--- src/rtl/fetch_pkg.sv ---
// fetch_pkg: shared types and constants for the instruction fetch stage.
//   u32/u64            : word aliases
//   fetch_state_t      : FETCH / HOLD / FLUSH
//   fetch_data_t       : fetch-to-decode register {valid, pc, raw_instr}
//   ibus_req_t/resp_t  : instruction bus request/response bundles
//   pc_sel_t           : next-pc source chosen by fetch_pcselect
//   PC_RESET           : default reset PC
package fetch_pkg;

    typedef logic [31:0] u32;
    typedef logic [63:0] u64;

    localparam u64 PC_RESET = 64'h0000_0000_8000_0000;

    typedef enum logic [1:0] {
        FETCH = 2'd0,
        HOLD  = 2'd1,
        FLUSH = 2'd2
    } fetch_state_t;

    typedef struct packed {
        logic valid;
        u64   pc;
        u32   raw_instr;
    } fetch_data_t;

    typedef struct packed {
        logic valid;
        u64   addr;
    } ibus_req_t;

    typedef struct packed {
        logic data_ok;
        u32   data;
    } ibus_resp_t;

    typedef enum logic [1:0] {
        PC_HOLD     = 2'd0,
        PC_INC      = 2'd1,
        PC_REDIRECT = 2'd2,
        PC_PENDING  = 2'd3
    } pc_sel_t;

endpackage

--- src/rtl/fetch_pcselect.sv ---
// fetch_pcselect: combinational next-PC chooser for the fetch stage.
//   state       : current fetch FSM state
//   req_active  : a bus request is currently being presented
//   data_ok     : bus response completes this cycle
//   redirect    : branch/jump redirect this cycle
//   out_ready   : decode accepts the presented instruction
//   pc          : current PC
//   pending_pc  : redirect target remembered while flushing
//   redirect_pc : redirect target, already word-aligned
//   pc_next     : PC value for the next cycle
module fetch_pcselect
    import fetch_pkg::*;
#(
    parameter int PC_W = 64
) (
    input  fetch_state_t    state,
    input  logic            req_active,
    input  logic            data_ok,
    input  logic            redirect,
    input  logic            out_ready,
    input  logic [PC_W-1:0] pc,
    input  logic [PC_W-1:0] pending_pc,
    input  logic [PC_W-1:0] redirect_pc,
    output logic [PC_W-1:0] pc_next
);

    localparam logic [PC_W-1:0] PC_STEP = PC_W'(3'd4);

    pc_sel_t sel_s;

    // Pick the PC source from the state and this cycle's events.
    always_comb begin
        sel_s = PC_HOLD;
        case (state)
            FETCH: begin
                // With a request out, a redirect only retargets immediately when
                // the response lands the same cycle; otherwise FLUSH holds the
                // old address until the bus completes.
                if (redirect && (data_ok || !req_active)) begin
                    sel_s = PC_REDIRECT;
                end else begin
                    sel_s = PC_HOLD;
                end
            end
            HOLD: begin
                if (redirect) begin
                    sel_s = PC_REDIRECT;
                end else if (out_ready) begin
                    sel_s = PC_INC;
                end else begin
                    sel_s = PC_HOLD;
                end
            end
            FLUSH: begin
                if (req_active && data_ok) begin
                    sel_s = redirect ? PC_REDIRECT : PC_PENDING;
                end else begin
                    sel_s = PC_HOLD;
                end
            end
            default: sel_s = PC_HOLD;
        endcase
    end

    // Next-PC multiplexer; pc + 4 wraps naturally at PC_W bits.
    always_comb begin
        pc_next = pc;
        case (sel_s)
            PC_HOLD:     pc_next = pc;
            PC_INC:      pc_next = pc + PC_STEP;
            PC_REDIRECT: pc_next = redirect_pc;
            PC_PENDING:  pc_next = pending_pc;
            default:     pc_next = pc;
        endcase
    end

endmodule

--- src/rtl/fetch.sv ---
// fetch: instruction fetch stage. Owns the PC, issues one outstanding read at a
// time on the instruction bus and hands {pc, instr} to decode via valid/ready.
// Redirects never let a wrong-path instruction reach decode.
//   clk, resetn                 : clock, asynchronous active-low reset
//   ireq_valid, ireq_addr       : instruction bus request (held until data_ok)
//   iresp_data_ok, iresp_data   : instruction bus response
//   redirect_valid, redirect_pc : branch/jump redirect
//   out_valid, out_ready        : decode handshake
//   out_pc, out_instr           : presented PC and raw instruction word
module fetch
    import fetch_pkg::*;
#(
    parameter logic [63:0] RESET_PC = PC_RESET,
    parameter int          PC_W     = 64
) (
    input  logic            clk,
    input  logic            resetn,
    output logic            ireq_valid,
    output logic [PC_W-1:0] ireq_addr,
    input  logic            iresp_data_ok,
    input  logic [31:0]     iresp_data,
    input  logic            redirect_valid,
    input  logic [PC_W-1:0] redirect_pc,
    output logic            out_valid,
    input  logic            out_ready,
    output logic [PC_W-1:0] out_pc,
    output logic [31:0]     out_instr
);

    localparam logic [PC_W-1:0] PC_INIT = RESET_PC[PC_W-1:0];

    fetch_state_t    state_r;
    logic [PC_W-1:0] pc_r;
    logic [PC_W-1:0] pending_r;
    logic            ireq_valid_r;
    fetch_data_t     out_r;
    ibus_resp_t      iresp_s;
    logic [PC_W-1:0] redirect_al_s;
    logic [PC_W-1:0] pc_next_s;

    assign iresp_s       = '{data_ok: iresp_data_ok, data: iresp_data};
    assign redirect_al_s = {redirect_pc[PC_W-1:2], 2'b00};

    fetch_pcselect #(.PC_W(PC_W)) u_pcselect (
        .state       (state_r),
        .req_active  (ireq_valid_r),
        .data_ok     (iresp_s.data_ok),
        .redirect    (redirect_valid),
        .out_ready   (out_ready),
        .pc          (pc_r),
        .pending_pc  (pending_r),
        .redirect_pc (redirect_al_s),
        .pc_next     (pc_next_s)
    );

    // Fetch FSM; ireq_valid and the decode register are set from the next state.
    // ireq_valid stays low for the first cycle after reset, so data_ok is only
    // honoured once a request has actually been presented.
    always_ff @(posedge clk or negedge resetn) begin
        if (!resetn) begin
            state_r      <= FETCH;
            pc_r         <= PC_INIT;
            pending_r    <= PC_INIT;
            ireq_valid_r <= 1'b0;
            out_r        <= '0;
        end else begin
            pc_r <= pc_next_s;
            case (state_r)
                FETCH: begin
                    if (ireq_valid_r && iresp_s.data_ok && !redirect_valid) begin
                        out_r.valid     <= 1'b1;
                        out_r.pc        <= 64'(pc_r);
                        out_r.raw_instr <= iresp_s.data;
                        ireq_valid_r    <= 1'b0;
                        state_r         <= HOLD;
                    end else if (ireq_valid_r && redirect_valid && !iresp_s.data_ok) begin
                        pending_r    <= redirect_al_s;
                        ireq_valid_r <= 1'b1;
                        state_r      <= FLUSH;
                    end else begin
                        ireq_valid_r <= 1'b1;
                        state_r      <= FETCH;
                    end
                end
                HOLD: begin
                    if (redirect_valid || out_ready) begin
                        out_r.valid  <= 1'b0;
                        ireq_valid_r <= 1'b1;
                        state_r      <= FETCH;
                    end else begin
                        state_r <= HOLD;
                    end
                end
                FLUSH: begin
                    if (redirect_valid) begin
                        pending_r <= redirect_al_s;
                    end else begin
                        pending_r <= pending_r;
                    end
                    if (iresp_s.data_ok) begin
                        state_r <= FETCH;
                    end else begin
                        state_r <= FLUSH;
                    end
                end
                default: begin
                    out_r.valid  <= 1'b0;
                    ireq_valid_r <= 1'b0;
                    state_r      <= FETCH;
                end
            endcase
        end
    end

    assign ireq_valid = ireq_valid_r;
    assign ireq_addr  = pc_r;
    assign out_valid  = out_r.valid;
    assign out_pc     = out_r.pc[PC_W-1:0];
    assign out_instr  = out_r.raw_instr;

endmodule
--- config.mk ---
export PLATFORM = sky130hd
export DESIGN_NAME = fetch
export DESIGN_NICKNAME = d
export VERILOG_FILES = /design/src/rtl/fetch_pkg.sv /design/src/rtl/fetch_pcselect.sv /design/src/rtl/fetch.sv
export SDC_FILE = /design/constraint.sdc
export NUM_CORES = 1
export LEC_CHECK = 0
export CAP_MARGIN = 30
export CORE_MARGIN = 8
export CORE_UTILIZATION = 54
export DETAILED_ROUTE_END_ITERATION = 8
export GPL_TIMING_DRIVEN = 0
export PLACE_DENSITY = 0.87
export SYNTH_ARGS = -nofsm -noshare
export SYNTH_HDL_FRONTEND = slang
export SYNTH_SLANG_ARGS = --single-unit
--- constraint.sdc ---
create_clock -name clk -period 6.1 [get_ports clk]
set_input_delay 1.525 -clock clk [delete_from_list [all_inputs] [get_ports clk]]
set_output_delay 1.525 -clock clk [all_outputs]
set_load 0.05 [all_outputs]
* Word level (Yosys, flattened, before mapping) *
Index checks and enable logic that the tools add are counted.

operators by class
  reductions and logical operators = 17
  bitwise operators = 1
  muxes and demuxes = 22
  equality and inequality tests = 10
  add/sub/neg operators = 1

operator list
  cell                   count
  $mux 64                3
  $pmux 64 s3            1
  $pmux 64 s2            1
  $mux 97                1
  $add 64x3->64 const B  1
  $mux 2                 6
  $pmux 2 s3             2
  $ne 2x2->1 const B     5
  $eq 2x2->1 const B     3
  $mux 1                 6
  $pmux 1 s3             2
  $logic_and 1x1->1      5
  $eq 2x1->1 const B     2
  $logic_not 2->1        2
  $reduce_and 2->1       2
  $reduce_and 4->1       1
  $logic_not 1->1        3
  $reduce_and 3->1       1
  $logic_or 1x1->1       2
  $reduce_bool 2->1      1
  $not 1->1              1

word-level totals
  register bits after elaboration = 228
  input port bits = 101
  output and inout port bits = 162
  word-level logic and storage cells = 58

* Depth between registers and ports, before layout *
  depth in word-level cells = 7
  depth in mapped cells = 8
  mapped depth without buffers = 6

* Modules after synthesis *
Synthesis repeated with hierarchy kept, for this count alone.

unflattened totals
  cells, all modules = 934
  area total of the unflattened synthesis = 10522.6 um^2

modules (own cells, without submodules)
  module          area an instance (um^2)  cells an instance  times used  seq. area each (um^2)
  fetch           7646.1                   417                1           5657.9
  fetch_pcselect  2876.5                   517                1           0.0

* Worst setup path after synthesis *
No wires, ideal clock.

  path type = input to register
  start = input iresp_data_ok
  end = register pc_r[51], in the netlist ireq_addr[51]
  path slack = 2.725 ns
  stages = 6
  setup time = 0.082 ns
  arrival time = 3.293 ns
  path buffers = 1
  required time = 6.018 ns
  cell sequence = clkbuf_1 nand4b_1 a211o_1 or4_4 or4_1 a31oi_1

on the way
  word-level cells in the longest chain between the ends = 6
  elaborated cells on any way between the ends = 11
  those cells by class = eq/ne (3); mux (4); reduce/logical (4)

RTL lines
  item                                             line                  source
  from (decl)                                      fetch.sv:20           input logic iresp_data_ok,
  $logic_or 1x1->1                                 fetch_pcselect.sv:39  if (redirect && (data_ok || !req_active)) begin
  $logic_and 1x1->1                                fetch_pcselect.sv:39
  $mux 2                                           fetch_pcselect.sv:39
  $pmux 2 s3 *                                     fetch_pcselect.sv:34  case (state)
  $eq 2x2->1 / $eq 2x1->1 (equally long branches)  fetch_pcselect.sv:68  case (sel_s)
  $pmux 64 s3                                      fetch_pcselect.sv:68
  to (signal assigned)                             fetch.sv:67           pc_r <= pc_next_s;
  to (decl)                                        fetch.sv:33           logic [PC_W-1:0] pc_r;

Mark *: on every way between the ends. The rest lies on a longest branch, timed or not.
A chain may end at the register's enable or synchronous reset.

* Final worst setup path *
  start = input out_ready
  end = register pc_r[3], in the netlist ireq_addr[3]

on the way
  word-level cells in the longest chain between the ends = 5
  elaborated cells on any way between the ends = 8
  those cells by class = eq/ne (3); mux (4); reduce/logical (1)

RTL lines
  item                                             line                  source
  from (decl)                                      fetch.sv:25           input logic out_ready,
  $mux 1 *                                         fetch_pcselect.sv:48  end else if (out_ready) begin
  $mux 2 *                                         fetch_pcselect.sv:46  if (redirect) begin
  $pmux 2 s3 *                                     fetch_pcselect.sv:34
  $eq 2x2->1 / $eq 2x1->1 (equally long branches)  fetch_pcselect.sv:68
  $pmux 64 s3                                      fetch_pcselect.sv:68

Marked as above.

==> metrics.yaml <==
wl_met1_mm: 12.1
synth.most_common_cell: "dfrtp_1"
dp.cells: 1480
relSlewSlack_pct: 29.2
grt_max_degree: 124
root_buffer: "clkbuf_16"
setup_viol: 0
die_y_um: 156
antenna_found_initial: 3
vias: 9319
wirelength_mm: 33.4
crit_arrival_ns: 4.44
cts_resized: 0
crit_required_ns: 6.48
hold_path_depth: 2
synth_top_cell_area_share_pct: 52.1
slowest_stage: "a21oi_1"
path_cells: "clkdlybuf4s50_1 -> nand3b_1 -> a21oi_1 -> clkbuf_1 -> buf_1 -> mux4_2"
holdWs_ns: 0.485
drive_gt1_share_pct: 16.7
startpoint_type: "input port"
setup_tns_ns: 0
wl_per_cell_um: 21.9
path_class: "in -> reg"
core_area_um2: 19300
cts_tree: "done"
maxSlewViolCount: 0
dieArea_um2: 24300
critPathBufInv: 3
via_per_inst: 6.11
initial_core_util_pct: 54.6
cp_top_family: "buffers and inverters"
synth.area.top_cells: "dfrtp_1 (52%), mux2_2 (16%), nand2_1 (4.7%)"
clockBufferDepth: 3
h-tree-depth: 1
critical_path.endpoint_type: "register"
setup_slack_ns: 2.04
avgSynthCellArea_um2: 11.1
cellPowerDensity_nw_per_um2: 533
max_stage_delay_ns: 0.76
cts_hold_buf: 0
routed.top_layer: "met5"
clk_latency_ns: 0.52
synth.largest_area_cell: "dfrtp_1"
ys_types: 62
drt_iter0_drc: 867
portBuffers: 254
hold_viol: 0
synth_seq_cells: 222
cts.sink_count: 222
nets: 1343
syn_inst: 956
path_depth: 6
reg2reg_depth: 6
postRouteAntennaNets: 0
post-route-period-util_pct: 66.6
seq_area_frac_synth_pct: 52.6
cap_violations: 0
route.met2.wl_mm: 16.3
grt-ovfl-total: 0
dpl.hpwl_mm: 24.1
track_usage_pct: 26.9
worst-path-max-fanout: 10
synth_area_um2: 10600
clock.fmax_mhz: 246
die_w_um: 156
status: "complete, no violations"
gp_congestion: 0.927
grt_pass1_vias: 9588
pre_cts_slack_ns: 1.60
synth-edff-count: 0
clk_pin_slew_ns: 0.06
p_leak_nw: 5.81
vdd_drop_max_v: 0.000441
io_pins: 263
synth_ff_type: "dfrtp_1"
worst_slew_pin_slew_ns: 1.06
rsz0062_at_grt: "no"
finClkSkew_ns: 0.0253
grt_pass1_wl_mm: 51.7
yosys_warnings: 0
dr_wl_met3_mm: 3.53
drt_pre_antenna_iters: 7
final_cells: 1525
async_reset_ff_share_pct: 100
drcViolationCount: 0
synth_common_cells: "dfrtp_1 (220), mux2_2 (152), nand2_1 (133), and3_1 (58), clkbuf_1 (43)"
cts_buffers: 24
floorplan.rows: 51
area_growth_pct: 35.5
hold_path.class: "reg -> reg"
period_minus_slack_ns: 4.06
cts_setup_buffers: 0
==> layout make-up <==
| cell class | instances | area [um^2] |
|---|---|---|
| diodes | 2 | 5.00 |
| plain buffers | 58 | 235 |
| clock buffers | 35 | 703 |
| clock inverters | 8 | 115 |
| fillers | 1326 | 5020 |
| inverters | 8 | 30.0 |
| multi-input cells | 671 | 4760 |
| flip-flops and latches | 222 | 5560 |
| well taps | 265 | 332 |
| repair buffers | 256 | 2580 |
==> final timing paths <==
path                       slack (ns)     startpoint             to
setup / recovery                 2.04      out_ready   ireq_addr[3]
hold / removal                   0.48      out_valid      out_valid
setup reg to reg                 2.81  ireq_addr[21]  ireq_addr[44]
hold reg to reg                  0.48      out_valid      out_valid
max in group asynchronous        4.04         resetn   pending_r[6]
min in group asynchronous        1.00         resetn     out_pc[42]
==> layer usage <==
metal | vias to the layer above | track usage (%)
li1 | 4100 | -
met1 | 4587 | 32.1
met2 | 528 | 45.7
met3 | 102 | 5.82
met4 | 2 | 12.7
met5 | - | 0
==> kinds of logic (layout without fill, tap and decap cells) <==
kind of cell             after synthesis  in the layout  share of synthesized area, %
multiplexers                         157            157                          16.8
AO/OA/AOI/OAI                        122            122                          7.51
AND/OR/NAND/NOR                      361            361                          18.3
adder cells (fa/ha/maj)                1              1                         0.118
buffers and inverters                 66            365                          2.51
XOR/XNOR                              26             26                          2.16
other                                  1              6                        0.0355
flip-flops                           222            222                          52.6
==> sequential cells by signal (all words and copies together) (netlist names) <==
| register | count |
|---|---|
| out_pc | 62 |
| state_r | 2 |
| ireq_addr | 62 |
| pending_r | 62 |
| out_instr | 32 |
| out_valid | 1 |
| ireq_valid | 1 |
==> stage by stage <==
| stage | util [%] | power, mW | cell area [um^2] |
|---|---|---|---|
| after floorplan | - | 4.76 | 10600 |
| after global placement | 69.6 | 6.01 | 13400 |
| final | 74.0 | 7.63 | 14300 |
| after global routing | 74.0 | 7.92 | 14300 |
| after CTS | 74.0 | 7.65 | 14300 |
| after detailed placement | 69.8 | 6.12 | 13500 |
==> cells in the final DEF, fill, tap and decap left out, drive strengths merged, types with 23 or more instances in the layout <==
cell,count
a21oi,31
nand4,37
nand2,133
dfrtp,220
clkbuf,78
and3,58
a31oi,23
mux2,152
clkdlybuf4s50,253
nand3,32
==> worst min-delay path, delay by kind of cell, from the launching register on <==
kind / cells / cell delay, ns
flops: 1 / 0.35
simple gates: 2 / 0.10
==> report_power, final <==
part           total (mW)  switching (mW)  internal (mW)
clock                1.50           0.581          0.923
sequential           2.52           0.494           2.03
combinational        3.60            2.31           1.30
total                7.63            3.38           4.24
(Power assumes the default switching activity.)
